**src/rtl/alu_pkg.sv**
```systemverilog
// alu_pkg: shared definitions for the ALU issue block.
//   - ALU control codes ({funct7[5], funct7[0], funct3} encoding)
//   - RV32 opcode constants
//   - issue FSM state enum and latency class enum
//   - is_rv32i_ctrl(): base-ISA legality of a control code
package alu_pkg;

    localparam logic [4:0] CTRL_ADD    = 5'd0;
    localparam logic [4:0] CTRL_SLL    = 5'd1;
    localparam logic [4:0] CTRL_XOR    = 5'd4;
    localparam logic [4:0] CTRL_SRL    = 5'd5;
    localparam logic [4:0] CTRL_OR     = 5'd6;
    localparam logic [4:0] CTRL_AND    = 5'd7;
    localparam logic [4:0] CTRL_MUL    = 5'd8;
    localparam logic [4:0] CTRL_MULH   = 5'd9;
    localparam logic [4:0] CTRL_MULHSU = 5'd10;
    localparam logic [4:0] CTRL_MULHU  = 5'd11;
    localparam logic [4:0] CTRL_DIV    = 5'd12;
    localparam logic [4:0] CTRL_DIVU   = 5'd13;
    localparam logic [4:0] CTRL_REM    = 5'd14;
    localparam logic [4:0] CTRL_REMU   = 5'd15;
    localparam logic [4:0] CTRL_SUB    = 5'd16;
    localparam logic [4:0] CTRL_SRA    = 5'd21;

    localparam logic [6:0] OPC_OP     = 7'b0110011;
    localparam logic [6:0] OPC_OP_IMM = 7'b0010011;

    typedef enum logic [1:0] {
        ST_IDLE = 2'd0,
        ST_EXEC = 2'd1,
        ST_DONE = 2'd2
    } state_t;

    typedef enum logic [1:0] {
        LAT_CLASS_I   = 2'd0,
        LAT_CLASS_MUL = 2'd1,
        LAT_CLASS_DIV = 2'd2
    } lat_class_t;

    function automatic logic is_rv32i_ctrl(input logic [4:0] c);
        case (c)
            CTRL_ADD, CTRL_SLL, CTRL_XOR, CTRL_SRL,
            CTRL_OR, CTRL_AND, CTRL_SUB, CTRL_SRA: return 1'b1;
            default:                               return 1'b0;
        endcase
    endfunction

endpackage

```
**src/rtl/alu_decode.sv**
```systemverilog
// alu_decode: combinational RV32 instruction decode for the ALU issue block.
// Ports:
//   instr     in  32  instruction word
//   alu_ctrl  out 5   ALU control code
//   use_imm   out 1   operand b comes from imm instead of rs2
//   imm       out 32  sign-extended I-immediate (shamt for shift-immediates)
//   illegal   out 1   instruction cannot be executed by the ALU
//   lat_class out 2   latency class (RV32I / multiply / divide)
// Configuration macro: ALU_ISSUE_M_EXT_EN enables RV32M control codes 8-15.
module alu_decode
    import alu_pkg::*;
(
    input  logic [31:0] instr,
    output logic [4:0]  alu_ctrl,
    output logic        use_imm,
    output logic [31:0] imm,
    output logic        illegal,
    output lat_class_t  lat_class
);

    logic [6:0] opcode;
    logic [2:0] funct3;
    logic       is_shift_imm;

    assign opcode       = instr[6:0];
    assign funct3       = instr[14:12];
    assign is_shift_imm = (funct3 == 3'b001) || (funct3 == 3'b101);

    always_comb begin
        alu_ctrl  = '0;
        use_imm   = 1'b0;
        imm       = '0;
        illegal   = 1'b1;
        lat_class = LAT_CLASS_I;
        case (opcode)
            OPC_OP: begin
                alu_ctrl = {instr[30], instr[25], funct3};
                if (alu_ctrl[4:3] == 2'b01) begin
`ifdef ALU_ISSUE_M_EXT_EN
                    illegal   = 1'b0;
                    lat_class = alu_ctrl[2] ? LAT_CLASS_DIV : LAT_CLASS_MUL;
`else
                    illegal   = 1'b1;
`endif
                end else begin
                    illegal = !is_rv32i_ctrl(alu_ctrl);
                end
            end
            OPC_OP_IMM: begin
                alu_ctrl = {(funct3 == 3'b101) ? instr[30] : 1'b0, 1'b0, funct3};
                use_imm  = 1'b1;
                // Shift-immediates carry the srai/srli selector in imm[10];
                // only the shamt field is handed to the ALU so b is the
                // actual shift amount.
                if (is_shift_imm)
                    imm = {27'd0, instr[24:20]};
                else
                    imm = {{20{instr[31]}}, instr[31:20]};
                illegal = !is_rv32i_ctrl(alu_ctrl);
            end
            default: begin
                illegal = 1'b1;
            end
        endcase
    end

endmodule

```
**src/rtl/alu_issue.sv**
```systemverilog
// alu_issue: single-outstanding issue controller in front of an external ALU.
// Accepts one instruction, decodes it, drives the ALU with stable operands
// for the op's latency, captures the ALU result and presents it on a
// valid/ready output. Illegal instructions skip execution and report
// illegal=1 with result=0.
// Ports:
//   clk, rst_n                 clock, async active-low reset
//   in_valid/in_ready          instruction handshake
//   instr, rs1_val, rs2_val    instruction word and operands
//   alu_a, alu_b, alu_ctrl     ALU drive (held through EXEC)
//   alu_y                      ALU result
//   out_valid/out_ready        result handshake
//   result, illegal            captured result / illegal flag
// Configuration macro: ALU_ISSUE_M_EXT_EN enables multiply/divide ops with
// LAT_MUL/LAT_DIV latencies; when undefined they decode as illegal.
//
// state | meaning
// IDLE  | waiting for an instruction, in_ready=1
// EXEC  | ALU driven, latency counter running
// DONE  | result/illegal presented, waiting for out_ready
module alu_issue
    import alu_pkg::*;
#(
    parameter int LAT_I   = 1,
    parameter int LAT_MUL = 4,
    parameter int LAT_DIV = 34
) (
    input  logic        clk,
    input  logic        rst_n,
    input  logic        in_valid,
    output logic        in_ready,
    input  logic [31:0] instr,
    input  logic [31:0] rs1_val,
    input  logic [31:0] rs2_val,
    output logic [31:0] alu_a,
    output logic [31:0] alu_b,
    output logic [4:0]  alu_ctrl,
    input  logic [31:0] alu_y,
    output logic        out_valid,
    input  logic        out_ready,
    output logic [31:0] result,
    output logic        illegal
);

    localparam int LAT_MD  = (LAT_MUL > LAT_DIV) ? LAT_MUL : LAT_DIV;
    localparam int LAT_MAX = (LAT_I > LAT_MD) ? LAT_I : LAT_MD;
    localparam int CNT_W   = $clog2(LAT_MAX + 2);

    state_t             state, state_nxt;
    logic [CNT_W-1:0]   cnt;
    logic [CNT_W-1:0]   lat_load;
    logic               cnt_tc;
    logic               load_op;
    logic               cnt_dec;
    logic               capture;

    logic [4:0]         dec_ctrl;
    logic               dec_use_imm;
    logic [31:0]        dec_imm;
    logic               dec_illegal;
    lat_class_t         dec_lat;

    alu_decode u_decode (
        .instr     (instr),
        .alu_ctrl  (dec_ctrl),
        .use_imm   (dec_use_imm),
        .imm       (dec_imm),
        .illegal   (dec_illegal),
        .lat_class (dec_lat)
    );

    always_comb begin
        lat_load = CNT_W'(LAT_I);
        case (dec_lat)
`ifdef ALU_ISSUE_M_EXT_EN
            LAT_CLASS_MUL: lat_load = CNT_W'(LAT_MUL);
            LAT_CLASS_DIV: lat_load = CNT_W'(LAT_DIV);
`endif
            default: lat_load = CNT_W'(LAT_I);
        endcase
    end

    // Terminal count: the decrement that lands on zero is the capture cycle,
    // so y is sampled LAT cycles after the ALU is first driven. A latency of
    // zero still spends one cycle in EXEC.
    assign cnt_tc = (cnt == CNT_W'(1)) || (cnt == '0);

    always_ff @(posedge clk or negedge rst_n) begin
        if (!rst_n)
            state <= ST_IDLE;
        else
            state <= state_nxt;
    end

    always_comb begin
        state_nxt = state;
        in_ready  = 1'b0;
        out_valid = 1'b0;
        load_op   = 1'b0;
        cnt_dec   = 1'b0;
        capture   = 1'b0;
        case (state)
            ST_IDLE: begin
                in_ready = 1'b1;
                if (in_valid) begin
                    load_op   = 1'b1;
                    state_nxt = dec_illegal ? ST_DONE : ST_EXEC;
                end
            end
            ST_EXEC: begin
                if (cnt_tc) begin
                    capture   = 1'b1;
                    state_nxt = ST_DONE;
                end else begin
                    cnt_dec = 1'b1;
                end
            end
            ST_DONE: begin
                out_valid = 1'b1;
                if (out_ready)
                    state_nxt = ST_IDLE;
            end
            default: begin
                state_nxt = ST_IDLE;
            end
        endcase
    end

    always_ff @(posedge clk or negedge rst_n) begin
        if (!rst_n) begin
            cnt      <= '0;
            alu_a    <= '0;
            alu_b    <= '0;
            alu_ctrl <= '0;
            result   <= '0;
            illegal  <= 1'b0;
        end else if (load_op) begin
            alu_a    <= rs1_val;
            alu_b    <= dec_use_imm ? dec_imm : rs2_val;
            alu_ctrl <= dec_ctrl;
            cnt      <= lat_load;
            illegal  <= dec_illegal;
            result   <= '0;
        end else if (capture) begin
            result   <= alu_y;
            cnt      <= '0;
        end else if (cnt_dec) begin
            cnt      <= cnt - CNT_W'(1);
        end
    end

endmodule

```
**config.mk**
```make
export PLATFORM = sky130hd
export DESIGN_NAME = alu_issue
export DESIGN_NICKNAME = d
export VERILOG_FILES = /design/src/rtl/alu_pkg.sv /design/src/rtl/alu_decode.sv /design/src/rtl/alu_issue.sv
export SDC_FILE = /design/constraint.sdc
export NUM_CORES = 1
export LEC_CHECK = 0
export ABC_AREA = 0
export CAP_MARGIN = 5
export CORE_MARGIN = 2
export CORE_UTILIZATION = 35
export CTS_CLUSTER_DIAMETER = 120
export DETAILED_ROUTE_END_ITERATION = 10
export PLACE_DENSITY_LB_ADDON = 0.05
export SLEW_MARGIN = 20
export SYNTH_ARGS = -nofsm -noshare
export SYNTH_HDL_FRONTEND = slang
export SYNTH_SLANG_ARGS = --single-unit
```
**constraint.sdc**
```tcl
create_clock -name clk -period 2.7 [get_ports clk]
set_clock_uncertainty 0.1 [all_clocks]
set_input_delay 0.27 -clock clk [delete_from_list [all_inputs] [get_ports clk]]
set_output_delay 0.27 -clock clk [all_outputs]
set_load 0.02 [all_outputs]
```
== Yosys cells after proc, flatten, opt, wreduce, memory -nomap -nowiden ==
Memory sizes are Yosys's and may differ from the RTL's.
Index checks and enable logic that the tools add are counted.

* Flip-flop bits (word level): 110
* Memory bits (read-only): 64
* Input bits: 132
* Output and inout port bits: 104
* Logic and storage cells: 59
* Memories kept: 2

{| class="wikitable"
|+ Memories
! name !! words !! bits a word !! read ports !! clocked after Yosys merged registers in !! wr ports !! RTL line !! RTL
|-
| (no name shown) || 32 || 1 || 1 || 0 || 0 || alu_pkg.sv:41 || <nowiki>case (c)</nowiki>
|-
| (no name shown) || 32 || 1 || 1 || 0 || 0 || alu_pkg.sv:41 ||
|}

* Add/subtract/negate cells: 1
* Eq/ne operators: 11
* Mux-type cells: 29
* Reductions and logical operators: 9

{| class="wikitable"
|+ Operators by type and width
! kind !! number
|-
| $mux 32 || 5
|-
| $mux 6 || 3
|-
| $mux 1 || 14
|-
| $pmux 5 s2 || 1
|-
| $mux 2 || 4
|-
| $eq 7x5->1 const B || 1
|-
| $eq 7x6->1 const B || 1
|-
| $eq 6x1->1 const B || 1
|-
| $logic_not 6->1 || 1
|-
| $ne 2x2->1 const B || 3
|-
| $pmux 2 s3 || 1
|-
| $sub 6x1->6 const B || 1
|-
| $eq 2x1->1 const B || 2
|-
| $eq 3x1->1 const B || 1
|-
| $eq 3x3->1 const B || 1
|-
| $reduce_and 3->1 || 1
|-
| $reduce_bool 3->1 || 1
|-
| $eq 2x2->1 const B || 1
|-
| $logic_not 1->1 || 2
|-
| $logic_not 2->1 || 1
|-
| $logic_or 1x1->1 || 2
|-
| $pmux 1 s2 || 1
|-
| $reduce_bool 2->1 || 1
|}

== Depth between registers and ports, before layout ==
* Depth after elaboration: 9
* Mapped depth: 7

== Hierarchy ==
From an unflattened synthesis, not the netlist that was laid out.

* Cells, all modules: 503
* Area, all modules: 5408.9 sq um

{| class="wikitable"
|+ Modules (own cells, without submodules)
! module !! times used !! cells an instance !! area an instance (sq um) !! sequential area each (sq um)
|-
| alu_issue || 1 || 451 || 5009.8 || 2752.6
|-
| alu_decode || 1 || 52 || 399.1 || 0.0
|}

== Worst setup path after synthesis ==
Ideal clock, no wire load.

* Path type: register to register
* From: register cnt[0]
* To: register state[1]
* Library setup time: 132 ps
* Arrival time: 1622 ps
* Path slack: 846 ps
* Stages on the path, launching flop included: 8
* Buffers on the path: 1
* Cells stage by stage: dfrtp_1 inv_1 ha_1 or2_2 a21o_1 nand2_1 clkbuf_1 o2bb2ai_1

* Longest elaborated chain between the ends: 4
* Elaborated cells between the ends (all ways): 5
* Those cells by class: eq/ne (2); reduce/logical (3)

{| class="wikitable"
|+ Ends and longest elaborated chain
! item !! RTL line !! RTL
|-
| start: declaration || alu_issue.sv:50 || <nowiki>logic [CNT_W-1:0] cnt;</nowiki>
|-
| start signal: assignment || alu_issue.sv:141 || <nowiki>cnt <= lat_load;</nowiki>
|-
| start signal: assignment || alu_issue.sv:148 || <nowiki>cnt <= cnt - CNT_W'(1);</nowiki>
|-
| $eq 6x1->1 or $logic_not 6->1 (tied branches) || alu_issue.sv:86 || <nowiki>assign cnt_tc = (cnt == CNT_W'(1)) || (cnt == '0);</nowiki>
|-
| $logic_or 1x1->1 * || alu_issue.sv:86 ||
|-
| $ne 2x2->1 (no line) * || -- ||
|-
| $reduce_and 3->1 (no line) * || -- ||
|-
| end signal: assignment || alu_issue.sv:92 || <nowiki>state <= state_nxt;</nowiki>
|-
| end: declaration || alu_issue.sv:49 || <nowiki>state_t state, state_nxt;</nowiki>
|}

Mark *: on every way between the ends. The rest lies on a longest branch, timed or not.
A chain may end at the register's enable or synchronous reset.

== Worst setup path in the final report ==
* From: register state[1]
* To: output port out_valid

* Longest elaborated chain between the ends: 2

{| class="wikitable"
|+ Ends and longest elaborated chain
! item !! RTL line !! RTL
|-
| $eq 2x2->1 || alu_issue.sv:102 || <nowiki>case (state)</nowiki>
|-
| $mux 1 || alu_issue.sv:102 ||
|-
| end: declaration || alu_issue.sv:39 || <nowiki>output logic out_valid,</nowiki>
|}

No other way between the ends.

==> flow_metrics.tcl <==
set metrics [dict create \
    yosys_warnings 0 \
    ant_nets 0 \
    worst_slack_ns 0.644 \
    die_area_um2 13500 \
    p_clk_share_pct 23.1 \
    swShare_pct 34.0 \
    cts_num_sinks 110 \
    cts_tree "yes" \
    peakVddDrop_mv 0.476 \
    portBuffers 225 \
    ys_ff_latch 110 \
    p_per_area_nw_per_um2 922 \
    syn_avg_cell_area_um2 11.3 \
    finalMaxSlewViolations 0 \
    final_design_area_no_fill_um2 7220 \
    seqPwrFrac_pct 36.1 \
    row_count 40 \
    gp_congestion 0.844 \
    initial_core_util_pct 36.2 \
    ys_types 38 \
    power_mw 6.65 \
    n_antenna_cell 0 \
    min_path_type "input port to async pin" \
    yosysTopAreaCellShare_pct 62.5 \
    synth_edf_count 0 \
    grt_pass1_wl_mm 20.1 \
    clk_latency_ns 0.34 \
    coreArea_um2 12200 \
    cts_buffers 9 \
    firstDrtPassIters 4 \
    seq_area_um2 2750 \
    worst-r2r-cell-count 4 \
    vias_per_cell 4.89 \
    syn_to_final_growth_pct 63.8 \
    r2r-end "alu_b[5]$_DFFE_PN0P_" \
    root_buffer "clkbuf_16" \
    crit_path_end_kind "output port" \
    synth_fp_nets 526 \
    syn_inst 391 \
    critPathLaunchType "flop" \
    status "complete, no violations" \
    dpl.hpwl_mm 9.60 \
    yosysTopAreaCell "dfrtp_1" \
    synth.cell_area_um2 4410 \
    tns_ns 0 \
    maxCapViolations 0 \
    pin_count 236 \
    finalSetupViolCount 0 \
    relSlewSlack_pct 67.0 \
    grtUsageTotal_pct 19.5 \
    fmax_mhz 486 \
    min_period_over_period_pct 76.2 \
    cp-endpoint "out_valid" \
    cts_max_level 3 \
    synthArstFlopShare_pct 100 \
    ctsResizeCount 0 \
    drive_gt1_share_pct 5.65 \
    die_w_um 116 \
    grt_pass1_vias 3872 \
    antenna_found_initial 0 \
    synth_ff_type "dfrtp_1" \
    p_int_mw 4.39 \
    synth_area_leaders "dfrtp_1 62%, nand2_1 9.7%, a22o_1 7.6%" \
    p_comb_share_pct 40.8 \
    crit_start "state[1]$_DFFE_PN0P_" \
    crit_arrival_ns 1.69 \
    drc 0 \
    worstPathRequired_ns 2.33 \
    place_area_um2 6860 \
    drt-initial-drc-count 211 \
    nets 749 \
    reg2reg_slack_ns 0.72 \
    hold_violations 0 \
    avgRoutedWirePerCell_um 16.5 \
    dp_slack_ns 0.403 \
    drt-total-wl_mm 13.0 \
    clk_path_buf_depth 2 \
    fin_crit_ns 2.06 \
    p_leak_nw 3.28 \
    nFillCells 1041 \
    postCtsSetupBuffers 0 \
    grt_remaining_overflow 0 \
    p_sw_mw 2.26 \
    cts.reportedPaths.clkPinSlew_ns 0.07 \
    worstMarginPinSlew_ns 0.495 \
    die_h_um 116 \
    ys_seq_area_share_pct 62.5 \
    grt_max_degree 54 \
    rr_startpoint "state[1]$_DFFE_PN0P_" \
    critical_path_class "flop to output port" \
    rsz0062_at_grt "false" \
    multi_input_area_um2 1540 \
    cp_max_fo 7 \
    via_count 3848 \
]
-- routing by layer --
| metal | track usage [%] | vias up | part of all wire, % |
|---|---|---|---|
| met2 | 30.8 | 161 | 45 |
| met5 | 0 | - | 0 |
| met4 | 7.94 | 0 | 2.2 |
| li1 | - | 1824 | - |
| met3 | 6.38 | 17 | 9.4 |
| met1 | 24.9 | 1846 | 43 |
-- cells in the mapped netlist, types with 2 or more instances --
cell type and number:
nor4_1 2, o31ai_1 5, nor2b_1 2, o2bb2ai_1 2
a21oi_1 8, nand2_1 114, nand3b_1 2, and3_1 2
o21ai_0 7, inv_1 4, buf_1 6, nor2_1 12
ha_1 3, a21o_1 7, nor3_1 4, buf_4 3
clkbuf_1 6, buf_2 9, nand2b_1 3, a221o_1 21
dfrtp_1 110, mux2i_1 6, a22o_1 38
-- worst min-delay path by stage --
stage                 from                     end  slack [ns]  cells after the start
5_1_grt        rs1_val[12]   alu_a[12]$_DFFE_PN0P_        0.35                      3
3_5_place_dp         rst_n  result[14]$_DFFE_PN0P_        0.17                      1
2_1_floorplan        rst_n    alu_a[0]$_DFFE_PN0P_       -0.13                      0
3_3_place_gp         rst_n   alu_b[14]$_DFFE_PN0P_        0.17                      1
6_report             rst_n   alu_b[19]$_DFFE_PN0P_        0.33                      2
4_1_cts        rs1_val[29]   alu_a[29]$_DFFE_PN0P_        0.33                      3
-- cell families after synthesis --
| group | share of synthesized area (%) |
|---|---|
| muxes | 1.70 |
| DFF | 62.5 |
| AOI/OAI and AO/OA | 17.1 |
| xor gates and xnor gates | 0.199 |
| buffers and inverters | 2.90 |
| and+or+nand+nor | 14.8 |
| adders and majority gates | 0.852 |
-- timing repair --
item | CTS | global route
endpoints found under the setup margin | 0 | 0
hold endpoints to repair | 35 | 0
hold buffers | 1 | 0
-- critical path: stages, from the launching register on --
cell             delay (ns)
dfrtp_1                0.49
nor2b_1                0.22
clkdlybuf4s50_1        0.64
-- metrics by stage --
step           util [%]  hold WS (ns)  std cells
6_report           59.4         0.329        787
3_3_place_gp       56.4         0.167        770
4_1_cts            59.4         0.334        787
3_5_place_dp       56.4         0.172        770
5_1_grt            59.4         0.346        787
2_1_floorplan         -        -0.126        391
-- cells in the final DEF (no fill, tap or decap), types with 2 or more instances in the layout --
master	instances
a21o_1	7
a21oi_1	8
a221o_1	21
a22o_1	38
and3_1	2
buf_4	10
bufinv_16	3
clkbuf_1	2
clkbuf_16	9
clkbuf_8	2
clkdlybuf4s50_1	224
dfrtp_1	110
ha_1	3
inv_1	4
mux2i_1	6
nand2_1	114
nand2b_1	3
nand3b_1	2
nor2_1	11
nor2_2	2
nor2b_1	2
nor3_1	4
nor4_1	2
o21ai_0	7
o2bb2ai_1	2
o31ai_1	5
-- registers in the layout (all words and copies together), names as in the netlist --
register and cells:
alu_a 32, alu_b 32, alu_ctrl 5, cnt 6, illegal 1, result 32
state 2
-- power groups by stage --
stage	Combinational, mW	Clock, mW	Sequential, mW
finish	2.71	1.54	2.40
global route	2.93	1.64	2.47
CTS	2.75	1.58	2.41
detailed placement	2.74	0	2.43
global placement	2.70	0	2.41
floorplan	0.785	0	2.97
-- cell type report --
class / instances / area share (%)
Clock buffer: 13 / 3.60
Clock inverter: 3 / 1.25
Inverter: 4 / 0.208
Multi-Input combinational cell: 253 / 21.4
Sequential cell: 110 / 38.1
Tap cell: 168 / 2.91
Timing Repair Buffer: 236 / 32.5
(Power assumes the default switching activity.)
